===== config.mk =====
export PLATFORM = sky130hd
export DESIGN_NAME = display_mux
export DESIGN_NICKNAME = d
export VERILOG_FILES = /design/src/rtl/display_pkg.sv /design/src/rtl/display_mux_seg7_dec.sv /design/src/rtl/display_mux.sv
export SDC_FILE = /design/constraint.sdc
export NUM_CORES = 1
export LEC_CHECK = 0
export ABC_AREA = 1
export BUFFER_PORTS_ARGS = -buffer_cell sky130_fd_sc_hd__buf_2
export CAP_MARGIN = 15
export CORE_ASPECT_RATIO = 1.75
export CORE_UTILIZATION = 25
export CTS_BUF_LIST = sky130_fd_sc_hd__clkbuf_8 sky130_fd_sc_hd__clkbuf_16
export DETAILED_ROUTE_END_ITERATION = 6
export GPL_TIMING_DRIVEN = 0
export PLACE_DENSITY = 0.49
export SYNTH_ARGS = -nofsm -noshare
export SYNTH_HDL_FRONTEND = slang
export SYNTH_HIERARCHICAL = 1
export SYNTH_SLANG_ARGS = --single-unit
export TNS_END_PERCENT = 10

===== constraint.sdc =====
create_clock -name clock -period 2.43 [get_ports clock]
set_input_delay 0.243 -clock clock [delete_from_list [all_inputs] [get_ports clock]]
set_output_delay 0.243 -clock clock [all_outputs]
set_load 0.005 [all_outputs]

===== src/rtl/display_pkg.sv =====
// Shared definitions for the eight-digit multiplexed seven-segment display:
// digit descriptor layout, blank pattern and the hex-to-segment table.
package display_pkg;

  localparam int EN_W       = 1;
  localparam int VAL_W      = 4;
  localparam int DP_W       = 1;
  localparam int DIGIT_W    = EN_W + VAL_W + DP_W;
  localparam int SEG_W      = 7;
  localparam int NUM_DIGITS = 8;
  localparam int IDX_W      = 3;

  // {en, value[3:0], dp} as presented on each d* port
  typedef struct packed {
    logic             en;
    logic [VAL_W-1:0] value;
    logic             dp;
  } digit_t;

  // All segments and anodes off (active-low outputs)
  localparam logic [7:0] BLANK = 8'hFF;

  // Segments {a,b,c,d,e,f,g}, active-low; b and d are the lowercase forms
  localparam logic [SEG_W-1:0] SEG_TABLE [16] = '{
    7'b0000001,  // 0
    7'b1001111,  // 1
    7'b0010010,  // 2
    7'b0000110,  // 3
    7'b1001100,  // 4
    7'b0100100,  // 5
    7'b0100000,  // 6
    7'b0001111,  // 7
    7'b0000000,  // 8
    7'b0000100,  // 9
    7'b0001000,  // A
    7'b1100000,  // b
    7'b0110001,  // C
    7'b1000010,  // d
    7'b0110000,  // E
    7'b0111000   // F
  };

endpackage


===== src/rtl/display_mux_seg7_dec.sv =====
// Combinational hex digit to active-low seven-segment decoder.
module seg7_dec
  import display_pkg::*;
(
  input  logic [VAL_W-1:0] value,
  output logic [SEG_W-1:0] seg
);

  // Pure table lookup
  always_comb begin
    seg = SEG_TABLE[value];
  end

endmodule


===== src/rtl/display_mux.sv =====
// Eight-digit time-multiplexed seven-segment display driver.
// A prescaler produces one tick every SCAN_DIV cycles; each tick advances the
// digit index. Anodes and segments are registered from the current index and
// the current inputs, so they follow either with exactly one cycle of latency.
// Optional leading-zero blanking is compiled in with DISPLAY_MUX_LZB_EN.
module display_mux
  import display_pkg::*;
#(
  parameter int SCAN_DIV = 100000
) (
  input  logic               clock,
  input  logic               reset,
  input  logic [DIGIT_W-1:0] d1,
  input  logic [DIGIT_W-1:0] d2,
  input  logic [DIGIT_W-1:0] d3,
  input  logic [DIGIT_W-1:0] d4,
  input  logic [DIGIT_W-1:0] d5,
  input  logic [DIGIT_W-1:0] d6,
  input  logic [DIGIT_W-1:0] d7,
  input  logic [DIGIT_W-1:0] d8,
  output logic [7:0]         an,
  output logic [7:0]         dec_ddp
);

  // SCAN_DIV=1 still needs a one-bit prescaler that simply stays at zero
  localparam int                 PRESC_W   = (SCAN_DIV > 1) ? $clog2(SCAN_DIV) : 1;
  localparam logic [PRESC_W-1:0] PRESC_MAX = PRESC_W'(SCAN_DIV - 1);

  digit_t             digits [NUM_DIGITS];
  digit_t             sel;
  logic [SEG_W-1:0]   seg;
  logic               blank;
  logic               tick;

  logic [PRESC_W-1:0] presc_q, presc_d;
  logic [IDX_W-1:0]   idx_q,   idx_d;
  logic [7:0]         an_q,    an_d;
  logic [7:0]         dec_q,   dec_d;

  assign digits[0] = digit_t'(d1);
  assign digits[1] = digit_t'(d2);
  assign digits[2] = digit_t'(d3);
  assign digits[3] = digit_t'(d4);
  assign digits[4] = digit_t'(d5);
  assign digits[5] = digit_t'(d6);
  assign digits[6] = digit_t'(d7);
  assign digits[7] = digit_t'(d8);

  // Prescaler wraps at SCAN_DIV-1; that cycle is the tick that moves the index
  always_comb begin
    tick    = (presc_q == PRESC_MAX);
    presc_d = tick ? '0 : presc_q + 1'b1;
    idx_d   = tick ? idx_q + 1'b1 : idx_q;
  end

`ifdef DISPLAY_MUX_LZB_EN
  logic [NUM_DIGITS-1:0] lzb_blank;

  // A zero digit is blanked while everything to its left is off or also blank-zero;
  // the rightmost digit is always shown
  always_comb begin : lzb_scan
    logic higher_clear;
    logic zero;
    lzb_blank    = '0;
    higher_clear = 1'b1;
    zero         = 1'b0;
    for (int k = NUM_DIGITS - 1; k >= 1; k--) begin
      zero         = (digits[k].value == '0) && !digits[k].dp;
      lzb_blank[k] = digits[k].en && zero && higher_clear;
      higher_clear = higher_clear && (!digits[k].en || zero);
    end
  end
`endif

  // Select the digit under the current index and decide whether it is dark
  always_comb begin
    sel = digits[idx_q];
`ifdef DISPLAY_MUX_LZB_EN
    blank = !sel.en || lzb_blank[idx_q];
`else
    blank = !sel.en;
`endif
  end

  seg7_dec u_seg7_dec (
    .value (sel.value),
    .seg   (seg)
  );

  // Next anode / segment pattern; a dark position turns everything off
  always_comb begin
    an_d  = BLANK;
    dec_d = BLANK;
    if (!blank) begin
      an_d  = ~(8'd1 << idx_q);
      dec_d = {seg, ~sel.dp};
    end
  end

  // State and output registers; reset darkens the display immediately
  always_ff @(posedge clock or posedge reset) begin
    if (reset) begin
      presc_q <= '0;
      idx_q   <= '0;
      an_q    <= BLANK;
      dec_q   <= BLANK;
    end else begin
      presc_q <= presc_d;
      idx_q   <= idx_d;
      an_q    <= an_d;
      dec_q   <= dec_d;
    end
  end

  assign an      = an_q;
  assign dec_ddp = dec_q;

endmodule


==> results <==
- The initial antenna violation count is 0.
- The maximum frequency from static timing analysis is 464 MHz.
- The horizontal die dimension is 77.4 µm.
- Counting along the longest clock path gives a buffer depth of 2.
- For met1 alone, demand over resource in global routing was 13.0%.
- The most common cell after layout, fill and taps aside is sky130_fd_sc_hd__nand2_1.
- STA classifies the critical path startpoint as a register.
- The worst slew slack as a fraction of its limit is between 40% and 50%.
- Setup violations remaining at the end of the flow were counted as 0.
- For this run, the register share of the synthesized area comes to 37.0%.
- The slew at the pin with the worst max-slew slack is 0.764 ns.
- The global-route layer with the greatest usage is met2.
- The all-layer global routing usage is 13.4%.
- Entering global routing, the biggest net connects 20 pins.
- The remaining antenna violation count is 0.
- The fill cell instance count of the final layout is between 1000 and 1500.
- The number of nets handed over by synthesis was 414.
- Between clock sinks in the finished design, the worst skew comes to 0.00535 ns.
- The total wirelength of the detailed-routed design is 6350 µm.
- The count of buffers added on input and output ports is 65.
- The worst voltage drop across the vdd grid is approximately 0.00022 V.
- After synthesis the netlist holds a flip-flop and latch count of 36.
- The worst path required time is 2.65 ns.
- Setup repair after global routing left no endpoint under its margin.
- The flow ran to the end, and the final reports show no timing, DRC or antenna violations.
- After clock tree synthesis, the clock-pin slew on the worst setup and hold paths is 0.06 ns.
- The congestion estimate from routability-driven global placement came to 0.775.
- The clock net in this run drives a total of 36 sinks.
- The detailed router finished its first iteration with 58 violations.
- The cell sitting at the root of the clock tree is a sky130_fd_sc_hd__clkbuf_16.
- The tool flagged a number of max-cap violations equal to 0.
- The post-layout net count is 487.
- For this design the ratio of total power to cell area is ~450 nW/µm².
- The total CTS buffers is 5.
- The netlist area before placement is ~2500 µm².
- The maximum fanout along the worst path is 11.
- For the worst flop-to-flop path, the logic depth is 14.
- The first TritonRoute pass finished after 4 iterations.
- The number of unique standard cell types used by synthesis is 27.
- Dividing the detail-routed via count by the number of cells gives 4.29.
- The number of standard-cell rows in the floorplan is 47.
- The tightest min-delay check is of the in2async type.
- At the later pin of the worst-skew pair, clock insertion delay measures ~0.28 ns.
- The worst setup path is captured at a register.
- The number of top-level pins is between 60 and 70.
- The share of final-layout standard cells stronger than drive strength 1 is between 20 and 30%.
- For the final routed database, the setup TNS stands at 0 ns.
- In this run the critical register-to-register path is captured at dec_ddp[4].
- For this run, design rule violations remaining after detail routing come to 0.
- The routed wire length per instance is 11.6 µm.
- The final core utilization is 32.9%.
- The area growth from synthesis to layout is 26.7%.
- The final worst-path cycle share is between 80% and 90%.
- The first global-routing pass estimated 10900 µm of wire.
- The worst path in the final design needs a cycle of between 2 and 2.5 ns, including I/O delays and setup.
- The Yosys warning count is 6.
- For this run the aggregate overflow at the end of global routing stands at 0.
- The detailed-route via count is around 2300.
- The standby leakage power is between 0.0015 and 0.002 µW.
- The initial utilization of the core area, before any placement, comes to 25.9%.
- The final-report max-slew violation count came to 0.
- The worst reg-to-reg setup slack is between 0.2 and 0.3 ns.
- The global routing usage on met2 is roughly 27%.
- In this run the critical register-to-register path is launched from idx_q[0].
- In the synthesized netlist, the number of instances is 350.
- The number of endpoints with negative hold slack in the final report is 0.
- For met3 alone, demand over resource in global routing was approximately 1.5%.
- The category of the most critical setup path is reg2reg.
- Once the clock tree was built, the setup fixing pass inserted 0 buffers.
- For the worst setup path, the data arrival time is between 2 and 2.5 ns.
- The clock tree synthesis step divided the H-tree into 2 levels.
- The core region is 9590 µm².
- The library cells used most frequently in the layout, excluding fill and tap cells, are sky130_fd_sc_hd__nand2_1 (109), sky130_fd_sc_hd__buf_2 (69), sky130_fd_sc_hd__nor2_1 (44).
- TritonCTS built the clock tree.
- The die covers 10400 µm².
- Dividing the synthesized area by the synthesized cell count gives 7.10 µm².
- Summed over all nets, the half-perimeter wirelength after detailed placement is around 5200 µm.
- The number of global-route vias before repair was ~2400.
- The antenna cell count is 0.
- The die is 134 µm tall.
==> stage by stage <==
step                hold slack (ns)  std cells  instance area [µm²]  setup WS [ns]  total power (µW)
floorplan                     0.398        350                 2490          0.561               703
global placement              0.521        537                 2960          0.244               770
detailed placement            0.423        538                 2990          0.249               775
CTS                           0.122        546                 3150          0.225              1450
global route                  0.154        546                 3150         0.0239              1490
finish                       0.0963        546                 3150          0.277              1430
==> final cells by class <==
class                           count  area [µm²]  share of cell area (%)
Inverter                           50         193                    6.12
Clock buffer                        7         153                    4.85
Multi-Input combinational cell    254        1310                    41.5
Clock inverter                      1        3.75                   0.119
Buffer                             10        68.8                    2.18
Timing Repair Buffer               66         353                    11.2
Sequential cell                    36         921                    29.2
Tap cell                          122         153                    4.85
==> flip-flops by register name, summed over array words and instances, names as in the netlist <==
name and count:
presc_q 17, an 8, dec_ddp 8, idx_q 3
==> timing repair <==
action | CTS | global route
setup endpoints to repair | 0 | 1
hold buffers | 0 | 0
resized for setup | 0 | 1
==> kinds of logic (layout without fill, tap and decap cells) <==
| family | after synthesis | after routing | synth area share, % |
|---|---|---|---|
| compound gates | 38 | 38 | 8.66 |
| xor+xnor | 6 | 6 | 2.11 |
| flops | 36 | 36 | 37.0 |
| fa+ha+maj | 14 | 14 | 7.05 |
| buf+inv | 60 | 134 | 10.4 |
| simple gates | 196 | 196 | 34.7 |
==> critical path: stages, from the launching register on <==
cell,delay (ns)
sky130_fd_sc_hd__dfrtp_1,0.40
sky130_fd_sc_hd__buf_4,0.18
sky130_fd_sc_hd__inv_4,0.09
sky130_fd_sc_hd__buf_4,0.19
sky130_fd_sc_hd__nor2_1,0.05
sky130_fd_sc_hd__o21ai_1,0.13
sky130_fd_sc_hd__nand2_1,0.09
sky130_fd_sc_hd__nand2_1,0.18
sky130_fd_sc_hd__inv_1,0.14
sky130_fd_sc_hd__ha_1,0.33
sky130_fd_sc_hd__nand2_1,0.07
sky130_fd_sc_hd__nand3_1,0.07
sky130_fd_sc_hd__nand2_1,0.07
sky130_fd_sc_hd__inv_1,0.04
sky130_fd_sc_hd__nand2_1,0.05
==> synth_stat cells <==
master | instances | area [µm²]
sky130_fd_sc_hd__a21oi_1 | 2 | 10.0
sky130_fd_sc_hd__buf_2 | 5 | 25.0
sky130_fd_sc_hd__buf_4 | 4 | 30.0
sky130_fd_sc_hd__buf_6 | 1 | 11.3
sky130_fd_sc_hd__dfrtp_1 | 20 | 500
sky130_fd_sc_hd__dfstp_2 | 16 | 420
sky130_fd_sc_hd__ha_1 | 14 | 175
sky130_fd_sc_hd__inv_1 | 39 | 146
sky130_fd_sc_hd__inv_2 | 9 | 33.8
sky130_fd_sc_hd__inv_4 | 2 | 12.5
sky130_fd_sc_hd__nand2_1 | 109 | 409
sky130_fd_sc_hd__nand2_2 | 3 | 18.8
sky130_fd_sc_hd__nand3_1 | 22 | 110
sky130_fd_sc_hd__nand3_2 | 3 | 30.0
sky130_fd_sc_hd__nand3_4 | 1 | 17.5
sky130_fd_sc_hd__nand4_1 | 8 | 50.1
sky130_fd_sc_hd__nor2_1 | 44 | 165
sky130_fd_sc_hd__nor2_2 | 1 | 6.26
sky130_fd_sc_hd__nor2_4 | 5 | 56.3
sky130_fd_sc_hd__o21ai_0 | 10 | 50.1
sky130_fd_sc_hd__o21ai_1 | 17 | 85.1
sky130_fd_sc_hd__o21ai_2 | 3 | 26.3
sky130_fd_sc_hd__o21bai_1 | 1 | 7.51
sky130_fd_sc_hd__o21bai_2 | 1 | 11.3
sky130_fd_sc_hd__o22ai_1 | 4 | 25.0
sky130_fd_sc_hd__xnor2_1 | 1 | 8.76
sky130_fd_sc_hd__xor2_1 | 5 | 43.8
==> worst max-delay path by stage <==
stage	startpoint	end	slack, ns
after global routing	idx_q[0]	dec_ddp[4]	0.02
after detailed placement	idx_q[0]	dec_ddp[4]	0.25
after global placement	idx_q[0]	dec_ddp[4]	0.24
after floorplan	idx_q[0]	dec_ddp[4]	0.56
after CTS	idx_q[0]	dec_ddp[4]	0.22
final	idx_q[0]	dec_ddp[4]	0.28
==> routing by layer <==
metal  share of wire, %  up-vias
met5                  0        -
met4                2.6        0
met3                2.6       10
met2                 58       54
met1                 37     1045
li1                   -     1236
==> power by group <==
part           total, µW  internal, µW  switching (µW)
combinational        140          66.3            73.4
sequential           622           619            3.07
clock                663           432             231
total               1430          1120             308
(Power assumes the default switching activity.)
